[config.mk]
export PLATFORM = sky130hd
export DESIGN_NAME = perm_seq_flat
export DESIGN_NICKNAME = d
export VERILOG_FILES = /design/src/rtl/perm_seq_if.sv /design/src/rtl/perm_seq.sv /design/src/flat_wrapper.sv
export SDC_FILE = /design/constraint.sdc
export NUM_CORES = 1
export LEC_CHECK = 0
export BUFFER_PORTS_ARGS = -buffer_cell sky130_fd_sc_hd__buf_2
export CORE_MARGIN = 10
export CORE_UTILIZATION = 53
export DETAILED_ROUTE_END_ITERATION = 16
export GPL_TIMING_DRIVEN = 0
export PLACE_DENSITY_LB_ADDON = 0.05
export REMOVE_ABC_BUFFERS = 1
export SYNTH_ARGS = -nofsm -noshare
export SYNTH_HDL_FRONTEND = slang
export SYNTH_SLANG_ARGS = --single-unit
[constraint.sdc]
create_clock -name clk -period 3.05 [get_ports clk]
set_clock_uncertainty 0.15 [all_clocks]
set_input_delay 0.61 -clock clk [delete_from_list [all_inputs] [get_ports clk]]
set_output_delay 0.61 -clock clk [all_outputs]
set_load 0.05 [all_outputs]
[src/rtl/perm_seq_if.sv]
// Handshake and control bundle between the Keccak sequencer, the NoC side and the round datapath.
// master = sequencer side, slave = NoC/datapath side.
interface perm_seq_if #(
    parameter int RIDX_W = 5
);
    logic              pushin;
    logic              firstin;
    logic              stopin;
    logic              ld_wr;
    logic [2:0]        ld_x;
    logic [2:0]        ld_y;
    logic              rnd_start;
    logic [RIDX_W-1:0] rnd_idx;
    logic              rnd_done;
    logic              src_bank;
    logic              dst_bank;
    logic              pushout;
    logic              firstout;
    logic              stopout;
    logic [2:0]        ul_x;
    logic [2:0]        ul_y;
    logic              busy;
    logic              err;

    modport master (
        input  pushin, firstin, rnd_done, stopout,
        output stopin, ld_wr, ld_x, ld_y, rnd_start, rnd_idx, src_bank, dst_bank,
               pushout, firstout, ul_x, ul_y, busy, err
    );

    modport slave (
        output pushin, firstin, rnd_done, stopout,
        input  stopin, ld_wr, ld_x, ld_y, rnd_start, rnd_idx, src_bank, dst_bank,
               pushout, firstout, ul_x, ul_y, busy, err
    );
endinterface

[src/rtl/perm_seq.sv]
// Keccak-f[1600] sequencer: loads 25 lanes into bank 0, runs NROUNDS ping-pong rounds, streams the result.
// state  | meaning
// IDLE   | waiting for a lane flagged firstin
// LOAD   | writing lanes 1..24 into bank 0
// RSTART | one-cycle round start pulse
// RWAIT  | waiting for the datapath to finish the round
// UNLOAD | presenting result lanes from bank 0 under backpressure
module perm_seq #(
    parameter int NROUNDS = 24,
    parameter int RIDX_W  = 5
) (
    input  logic       clk,
    input  logic       reset,
    perm_seq_if.master bus
);
    typedef enum logic [2:0] {IDLE, LOAD, RSTART, RWAIT, UNLOAD} state_t;

    localparam logic [RIDX_W-1:0] LAST_RND = RIDX_W'(NROUNDS - 1);

    state_t            state_q;
    logic [2:0]        x_q;
    logic [2:0]        y_q;
    logic [2:0]        x_d;
    logic [2:0]        y_d;
    logic [RIDX_W-1:0] rnd_idx_q;
    logic              src_q;
    logic              stopin_q;
    logic              rnd_start_q;
    logic              pushout_q;
    logic              firstout_q;
    logic              busy_q;
    logic              err_q;
    logic              last_lane;
    logic              resync;

    always_comb begin
        x_d = x_q + 3'd1;
        y_d = y_q;
        if (x_q == 3'd4) begin
            x_d = 3'd0;
            y_d = y_q + 3'd1;
        end
    end

    assign last_lane = (x_q == 3'd4) && (y_q == 3'd4);
    assign resync    = bus.pushin && bus.firstin;

    always_ff @(posedge clk or posedge reset) begin
        if (reset) begin
            state_q     <= IDLE;
            x_q         <= 3'd0;
            y_q         <= 3'd0;
            rnd_idx_q   <= '0;
            src_q       <= 1'b0;
            stopin_q    <= 1'b0;
            rnd_start_q <= 1'b0;
            pushout_q   <= 1'b0;
            firstout_q  <= 1'b0;
            busy_q      <= 1'b0;
            err_q       <= 1'b0;
        end else begin
            err_q       <= 1'b0;
            rnd_start_q <= 1'b0;
            unique case (state_q)
                IDLE: begin
                    if (bus.pushin) begin
                        if (bus.firstin) begin
                            state_q <= LOAD;
                            x_q     <= 3'd1;
                            y_q     <= 3'd0;
                            busy_q  <= 1'b1;
                        end else begin
                            err_q <= 1'b1;
                        end
                    end
                end
                LOAD: begin
                    if (bus.pushin) begin
                        // A fresh firstin restarts the block; this lane becomes lane 0.
                        if (bus.firstin) begin
                            x_q   <= 3'd1;
                            y_q   <= 3'd0;
                            err_q <= 1'b1;
                        end else if (last_lane) begin
                            state_q     <= RSTART;
                            x_q         <= 3'd0;
                            y_q         <= 3'd0;
                            rnd_idx_q   <= '0;
                            src_q       <= 1'b0;
                            stopin_q    <= 1'b1;
                            rnd_start_q <= 1'b1;
                        end else begin
                            x_q <= x_d;
                            y_q <= y_d;
                        end
                    end
                end
                RSTART: begin
                    state_q <= RWAIT;
                end
                RWAIT: begin
                    if (bus.rnd_done) begin
                        if (rnd_idx_q == LAST_RND) begin
                            state_q    <= UNLOAD;
                            pushout_q  <= 1'b1;
                            firstout_q <= 1'b1;
                        end else begin
                            state_q     <= RSTART;
                            rnd_idx_q   <= rnd_idx_q + 1'b1;
                            src_q       <= ~src_q;
                            rnd_start_q <= 1'b1;
                        end
                    end
                end
                UNLOAD: begin
                    if (!bus.stopout) begin
                        firstout_q <= 1'b0;
                        if (last_lane) begin
                            state_q   <= IDLE;
                            x_q       <= 3'd0;
                            y_q       <= 3'd0;
                            pushout_q <= 1'b0;
                            stopin_q  <= 1'b0;
                            busy_q    <= 1'b0;
                        end else begin
                            x_q <= x_d;
                            y_q <= y_d;
                        end
                    end
                end
                default: state_q <= IDLE;
            endcase
        end
    end

    assign bus.ld_wr     = ((state_q == IDLE) && resync) || ((state_q == LOAD) && bus.pushin);
    assign bus.ld_x      = ((state_q == LOAD) && !resync) ? x_q : 3'd0;
    assign bus.ld_y      = ((state_q == LOAD) && !resync) ? y_q : 3'd0;
    assign bus.ul_x      = pushout_q ? x_q : 3'd0;
    assign bus.ul_y      = pushout_q ? y_q : 3'd0;
    assign bus.stopin    = stopin_q;
    assign bus.rnd_start = rnd_start_q;
    assign bus.rnd_idx   = rnd_idx_q;
    assign bus.src_bank  = src_q;
    assign bus.dst_bank  = ~src_q;
    assign bus.pushout   = pushout_q;
    assign bus.firstout  = firstout_q;
    assign bus.busy      = busy_q;
    assign bus.err       = err_q;
endmodule

[src/flat_wrapper.sv]
// flat-port wrapper written by rule: the top's interface ports become plain ports
module perm_seq_flat 
#(
    parameter int NROUNDS = 24,
    parameter int RIDX_W  = 5
)
  (clk, reset, bus_pushin, bus_firstin, bus_rnd_done, bus_stopout, bus_stopin, bus_ld_wr, bus_ld_x, bus_ld_y, bus_rnd_start, bus_rnd_idx, bus_src_bank, bus_dst_bank, bus_pushout, bus_firstout, bus_ul_x, bus_ul_y, bus_busy, bus_err);
  perm_seq_if #(.RIDX_W(RIDX_W)) bus_i ();
  input  logic clk;
  input  logic reset;
  input wire logic [$bits(bus_i.pushin)-1:0] bus_pushin;
  input wire logic [$bits(bus_i.firstin)-1:0] bus_firstin;
  input wire logic [$bits(bus_i.rnd_done)-1:0] bus_rnd_done;
  input wire logic [$bits(bus_i.stopout)-1:0] bus_stopout;
  output wire logic [$bits(bus_i.stopin)-1:0] bus_stopin;
  output wire logic [$bits(bus_i.ld_wr)-1:0] bus_ld_wr;
  output wire logic [$bits(bus_i.ld_x)-1:0] bus_ld_x;
  output wire logic [$bits(bus_i.ld_y)-1:0] bus_ld_y;
  output wire logic [$bits(bus_i.rnd_start)-1:0] bus_rnd_start;
  output wire logic [$bits(bus_i.rnd_idx)-1:0] bus_rnd_idx;
  output wire logic [$bits(bus_i.src_bank)-1:0] bus_src_bank;
  output wire logic [$bits(bus_i.dst_bank)-1:0] bus_dst_bank;
  output wire logic [$bits(bus_i.pushout)-1:0] bus_pushout;
  output wire logic [$bits(bus_i.firstout)-1:0] bus_firstout;
  output wire logic [$bits(bus_i.ul_x)-1:0] bus_ul_x;
  output wire logic [$bits(bus_i.ul_y)-1:0] bus_ul_y;
  output wire logic [$bits(bus_i.busy)-1:0] bus_busy;
  output wire logic [$bits(bus_i.err)-1:0] bus_err;
  assign bus_i.pushin = bus_pushin;
  assign bus_i.firstin = bus_firstin;
  assign bus_i.rnd_done = bus_rnd_done;
  assign bus_i.stopout = bus_stopout;
  assign bus_stopin = bus_i.stopin;
  assign bus_ld_wr = bus_i.ld_wr;
  assign bus_ld_x = bus_i.ld_x;
  assign bus_ld_y = bus_i.ld_y;
  assign bus_rnd_start = bus_i.rnd_start;
  assign bus_rnd_idx = bus_i.rnd_idx;
  assign bus_src_bank = bus_i.src_bank;
  assign bus_dst_bank = bus_i.dst_bank;
  assign bus_pushout = bus_i.pushout;
  assign bus_firstout = bus_i.firstout;
  assign bus_ul_x = bus_i.ul_x;
  assign bus_ul_y = bus_i.ul_y;
  assign bus_busy = bus_i.busy;
  assign bus_err = bus_i.err;
  perm_seq #(.NROUNDS(NROUNDS), .RIDX_W(RIDX_W)) u_core (.clk(clk), .reset(reset), .bus(bus_i));
endmodule
Word level (Yosys, flattened, before mapping)
Cells that the tools add are included.
{"block": "word_totals", "regBits": 21, "input_bits": 6}
{"block": "classes", "addsub": 3, "eq_ne": 17, "n_mux": 64, "bitwise": 1, "n_reduce_logical": 20}
{"op": "2-to-1 mux 3 bit", "n": 25}
{"op": "2-to-1 mux 5 bit", "n": 5}
{"op": "2-to-1 mux 1 bit", "n": 23}
{"op": "case mux 3 bit (3 select lines)", "n": 2}
{"op": "case mux 3 bit (5 select lines)", "n": 1}
{"op": "AND reduction 5 bit", "n": 3}
{"op": "!= test 2 bit (second input constant)", "n": 7}
{"op": "case mux 1 bit (2 select lines)", "n": 7}
{"op": "AND reduction 6 bit", "n": 2}
{"op": "case mux 5 bit (2 select lines)", "n": 1}
{"op": "equality test 3 bit (second input constant)", "n": 3}
{"op": "AND reduction 8 bit", "n": 1}
{"op": "nonzero test 2 bit", "n": 4}
{"op": "adder 3 x 1 -> 3 bit (second input constant)", "n": 2}
{"op": "equality test 3 x 2 -> 1 bit (second input constant)", "n": 2}
{"op": "!= test 2 x 1 -> 1 bit (second input constant)", "n": 3}
{"op": "adder 5 x 1 -> 5 bit (second input constant)", "n": 1}
{"op": "equality test 5 bit (second input constant)", "n": 1}
{"op": "logical AND 1 bit", "n": 5}
{"op": "AND reduction 4 bit", "n": 1}
{"op": "equality test 3 x 1 -> 1 bit (second input constant)", "n": 1}
{"op": "zero test 3 bit", "n": 1}
{"op": "nonzero test 3 bit", "n": 1}
{"op": "zero test 1 bit", "n": 1}
{"op": "other kinds (2)", "n": 2}

Depth between registers and ports, before layout
{"block": "logic_depth", "ltp_word": 6, "ltp_mapped": 7}

Worst setup path before layout
No wires, ideal clock.
{"block": "synth_timing", "path_kind": "register to output", "from": "register u_core.state_q[1]", "to": "output port bus_ld_wr", "t_arrival_ns": 1.866, "path_slack_ns": 0.424, "stages_incl_launch_ff": 4, "path_buffers": 2, "cell_sequence": "dfrtp_1 buf_6 clkbuf_1 nor3_1"}
{"block": "synth_via", "elab_chain_len": 3, "elab_cells_between_ends": 5, "cone_classes": "eq/ne: 1; reduce/logical: 4"}
{"element": "from (decl)", "line": "perm_seq.sv:20", "rtl": "state_t state_q;"}
{"element": "from (signal assigned)", "line": "perm_seq.sv:50", "rtl": "state_q <= IDLE;"}
{"element": "from (signal assigned)", "line": "perm_seq.sv:68", "rtl": "state_q <= LOAD;"}
{"element": "from (signal assigned)", "line": "perm_seq.sv:85", "rtl": "state_q <= RSTART;"}
{"element": "equality test 3 x 1 -> 1 bit or zero test 3 bit (tied branches)", "line": "perm_seq.sv:136", "rtl": "assign bus.ld_wr = ((state_q == IDLE) && resync) || ((state_q == LOAD) && bus.pushin);"}
{"element": "logical AND 1 bit", "line": "perm_seq.sv:136"}
{"element": "logical OR 1 bit (*)", "line": "perm_seq.sv:136"}
{"element": "to (decl)", "line": "flat_wrapper.sv:16", "rtl": "output wire logic [$bits(bus_i.ld_wr)-1:0] bus_ld_wr;"}
Mark *: on every way between the ends. The rest lies on a longest branch, timed or not.

Final worst setup path
{"block": "layout_timing", "from": "register u_core.state_q[2]", "to": "output port bus_ld_x[2]"}
{"block": "layout_via", "elab_chain_len": 3}
{"element": "equality test 3 x 1 -> 1 bit", "line": "perm_seq.sv:137", "rtl": "assign bus.ld_x = ((state_q == LOAD) && !resync) ? x_q : 3'd0;"}
{"element": "logical AND 1 bit", "line": "perm_seq.sv:137"}
{"element": "2-to-1 mux 3 bit", "line": "perm_seq.sv:137"}
{"element": "to (decl)", "line": "flat_wrapper.sv:17", "rtl": "output wire logic [$bits(bus_i.ld_x)-1:0] bus_ld_x;"}
No other way between the ends.

==> run_summary.xml <==
<?xml version="1.0" encoding="UTF-8"?>
<metrics>
  <group name="status">
    <metric name="run_status" unit="">finished clean</metric>
  </group>
  <group name="synth">
    <metric name="synth_edf_count" unit="">0</metric>
    <metric name="netlist_instances" unit="">140</metric>
    <metric name="ys_ff_latch" unit="">21</metric>
    <metric name="yosys.cell_count.top_type" unit="">sky130_fd_sc_hd__dfrtp_1</metric>
    <metric name="synth.cell_area" unit="µm²">1340</metric>
    <metric name="ys_seq_area_share" unit="%">39.3</metric>
    <metric name="yosys.area.top_type" unit="">sky130_fd_sc_hd__dfrtp_1</metric>
    <metric name="synth_fa_ha_area_share" unit="%">5.61</metric>
    <metric name="yosys.area_share.xor_xnor" unit="%">0</metric>
    <metric name="synth.mux.area_fraction" unit="%">4.86</metric>
    <metric name="synthFlopType" unit="">sky130_fd_sc_hd__dfrtp_1</metric>
    <metric name="synth_commonest_cells" unit="">sky130_fd_sc_hd__dfrtp_1, sky130_fd_sc_hd__nor2_1, sky130_fd_sc_hd__inv_1, sky130_fd_sc_hd__a21oi_1</metric>
    <metric name="synth_top_family_by_area" unit="">simple AND/OR/NAND/NOR gates</metric>
    <metric name="synth_top_cell_area_share" unit="%">39.3</metric>
    <metric name="synth_simple_gate_area_share" unit="%">23.3</metric>
    <metric name="syn-mean-instance-area" unit="µm²">9.56</metric>
    <metric name="synth-compound-area-share" unit="%">21.6</metric>
    <metric name="synth_async_sr_flop_share" unit="%">100</metric>
    <metric name="ys_top_cells_by_area" unit="">sky130_fd_sc_hd__dfrtp_1, sky130_fd_sc_hd__ha_1, sky130_fd_sc_hd__nor2_1</metric>
    <metric name="synth_warnings" unit="">0</metric>
    <metric name="ys_types" unit="">45</metric>
  </group>
  <group name="setup_path">
    <metric name="setup.worst_path.start_class" unit="">flip-flop</metric>
    <metric name="critical-path-top-delay-family" unit="">flip-flops</metric>
    <metric name="critical_path.slowest_cell" unit="">sky130_fd_sc_hd__dfrtp_1</metric>
    <metric name="r2r.worst_path.cells" unit="">5</metric>
    <metric name="regToRegEndpoint" unit="">u_core.state_q[0]</metric>
    <metric name="worstPathBufferInverterCount" unit="">1</metric>
    <metric name="r2r_setup_slack" unit="ns">0.50</metric>
    <metric name="worst_setup_path_end_kind" unit="">output pin</metric>
    <metric name="critPathKind" unit="">reg2out</metric>
    <metric name="crit_chain" unit="">nand2b_1, a211oi_2, and2_2, buf_2</metric>
    <metric name="timing.critical_path.arrival" unit="ns">2.05</metric>
    <metric name="regToRegStartpoint" unit="">u_core.state_q[1]</metric>
    <metric name="cp_peak_stage_delay" unit="ns">0.53</metric>
    <metric name="critical_path_peak_fanout" unit="">14</metric>
    <metric name="worst_ep_required_time" unit="ns">2.29</metric>
  </group>
  <group name="clock_network">
    <metric name="ctsRootBufferMaster" unit="">sky130_fd_sc_hd__clkbuf_4</metric>
    <metric name="postcts_setup_bufs" unit="">0</metric>
    <metric name="path_clk_slew" unit="ns">0.12</metric>
    <metric name="cts.path.max_buffers" unit="">2</metric>
    <metric name="tritoncts_num_sinks" unit="">21</metric>
    <metric name="worst_skew_pair.late_latency" unit="ns">0.31</metric>
    <metric name="numCtsBuffers" unit="">3</metric>
    <metric name="cts-htree-levels" unit="">1</metric>
    <metric name="tritoncts" unit="">done</metric>
  </group>
  <group name="power_and_ir_drop">
    <metric name="vdd.ir_drop.worst" unit="µV">590</metric>
    <metric name="p_leak" unit="nW">0.783</metric>
    <metric name="fin_total_pwr" unit="mW">0.902</metric>
    <metric name="power-per-cell-area" unit="nW/µm²">589</metric>
  </group>
  <group name="sta">
    <metric name="fin_crit_sh" unit="%">92.1</metric>
    <metric name="timing.final.setup_violations" unit="">0</metric>
    <metric name="timing.final.hold_violations" unit="">0</metric>
    <metric name="fin_tns_setup" unit="ns">0</metric>
    <metric name="final-max-slew-violation-count" unit="">0</metric>
    <metric name="min_period" unit="ns">2.81</metric>
    <metric name="max_freq" unit="GHz">0.356</metric>
    <metric name="hold-worst-slack" unit="ns">0.276</metric>
    <metric name="worstMarginPinSlew" unit="ns">0.801</metric>
    <metric name="grt_setup_unrepaired" unit="">no</metric>
    <metric name="maxSlewHeadroom" unit="%">46.5</metric>
    <metric name="fin_ws" unit="ns">0.242</metric>
  </group>
  <group name="final_layout">
    <metric name="fin_nets" unit="">184</metric>
    <metric name="layoutNonFillerInstCount" unit="">201</metric>
    <metric name="fill_cells" unit="">211</metric>
    <metric name="stdcell_area" unit="µm²">1530</metric>
    <metric name="share_of_layout_cells_above_drive_strength_1" unit="%">28.1</metric>
    <metric name="final_util" unit="%">62.4</metric>
    <metric name="antenna_cells_inserted" unit="">0</metric>
    <metric name="area_delta_synth_final" unit="%">14.4</metric>
  </group>
  <group name="floorplan">
    <metric name="die_w" unit="µm">70.3</metric>
    <metric name="rows" unit="">18</metric>
    <metric name="floorplan.initialDensity" unit="%">54.5</metric>
    <metric name="die_area" unit="µm²">4940</metric>
    <metric name="placeableCoreArea" unit="µm²">2450</metric>
    <metric name="top_level_ports" unit="">32</metric>
    <metric name="fp.dieH" unit="µm">70.3</metric>
  </group>
  <group name="run">
    <metric name="drv.max_cap_violation_count" unit="">0</metric>
  </group>
  <group name="grt">
    <metric name="grt_start_max_net_pins" unit="">26</metric>
    <metric name="grt_first_pass_wirelength" unit="µm">5480</metric>
    <metric name="grt_overflow" unit="">0</metric>
    <metric name="first_global_vias" unit="">1192</metric>
    <metric name="track_usage" unit="%">12.9</metric>
    <metric name="antenna_violations_before_repair" unit="">0</metric>
  </group>
  <group name="placed_design">
    <metric name="placement.io_buffers" unit="">31</metric>
    <metric name="place.detailed.hpwl" unit="µm">2460</metric>
    <metric name="number_of_placed_cells_counting_well_taps" unit="">197</metric>
    <metric name="dp_slack" unit="ns">0.356</metric>
    <metric name="gp_congestion" unit="">0.818</metric>
    <metric name="dpl_cell_area" unit="µm²">1500</metric>
  </group>
  <group name="route">
    <metric name="drt-vias-per-instance" unit="">5.80</metric>
    <metric name="detailroute.via_count" unit="">1165</metric>
    <metric name="detail_route.iter0.violations" unit="">57</metric>
    <metric name="wirelength" unit="µm">3180</metric>
    <metric name="wl_per_cell" unit="µm">15.8</metric>
    <metric name="drc_viols" unit="">0</metric>
    <metric name="drt.antenna.violating_nets" unit="">0</metric>
    <metric name="drtPass1Iterations" unit="">4</metric>
  </group>
  <group name="worst_hold_path">
    <metric name="min-delay-path-class" unit="">in2async</metric>
  </group>
</metrics>
## cells by family after synthesis
| group | after synthesis |
|---|---|
| AND/OR/NAND/NOR | 54 |
| AO/OA/AOI/OAI | 38 |
| flip-flops | 21 |
| buffers and inverters | 15 |
| multiplexers | 6 |
| adder cells (fa/ha/maj) | 6 |
## cell usage in the layout (no fill, tap or decap), types with 4 or more instances in the layout
cell                       synthesis  final
sky130_fd_sc_hd__buf_2             1     31
sky130_fd_sc_hd__dfrtp_1          21     21
sky130_fd_sc_hd__nor2_1           14     14
sky130_fd_sc_hd__inv_1            11     11
sky130_fd_sc_hd__a21oi_1           8      8
sky130_fd_sc_hd__nor3_1            6      6
sky130_fd_sc_hd__and2_1            6      6
sky130_fd_sc_hd__ha_1              6      6
sky130_fd_sc_hd__nand2b_1          5      5
sky130_fd_sc_hd__nand2_1           4      4
sky130_fd_sc_hd__o21ai_0           4      4
sky130_fd_sc_hd__a32o_1            4      4
sky130_fd_sc_hd__mux2_2            4      4
## layout make-up
class / instances / area [µm²] / area share [%]
clock buffers: 4 / 26.3 / 1.72
inverters: 11 / 41.3 / 2.70
multi-input cells: 104 / 746 / 48.7
flip-flops and latches: 21 / 526 / 34.3
well taps: 30 / 37.5 / 2.45
repair buffers: 31 / 155 / 10.1
## registers in the layout, summed over array words and instances (netlist names)
| signal | flops |
|---|---|
| u_core.state_q | 3 |
| u_core.bus.firstout | 1 |
| u_core.bus.err | 1 |
| u_core.bus.busy | 1 |
| u_core.x_q | 3 |
| u_core.bus.src_bank | 1 |
| u_core.bus.stopin | 1 |
| u_core.bus.pushout | 1 |
| u_core.y_q | 3 |
| u_core.bus.rnd_start | 1 |
| u_core.bus.rnd_idx | 5 |
## repair_timing
item / 4_1_cts / 5_1_grt
setup endpoints to repair: 0 / 6
hold buffers: 0 / 0
gates resized for setup: 0 / 1
## power breakdown
part | total (mW) | switching [mW] | internal, mW
Combinational | 0.418 | 0.286 | 0.132
Clock | 0.140 | 0.0891 | 0.0512
Sequential | 0.343 | 0.0390 | 0.304
## worst max path at each step
stage                                  from     endpoint  slack [ns]  cells after the start
after floorplan                  bus_pushin    bus_ld_wr        0.52                      2
after global placement    u_core.state_q[2]  bus_ld_x[2]        0.39                      4
after detailed placement  u_core.state_q[2]  bus_ld_x[2]        0.36                      4
after CTS                 u_core.state_q[2]  bus_ld_x[2]      0.0002                      4
after global routing      u_core.state_q[2]  bus_ld_x[2]        0.10                      4
final                     u_core.state_q[2]  bus_ld_x[2]        0.24                      4
## metal layers
layer	up-vias	part of all wire (%)	track usage, %
met1	546	49	16.5
met5	-	0	0
met4	0	1.5	5.26
li1	579	-	-
met2	35	42	19.6
met3	5	7.2	4.10
Power figures use the tool's default switching activity.
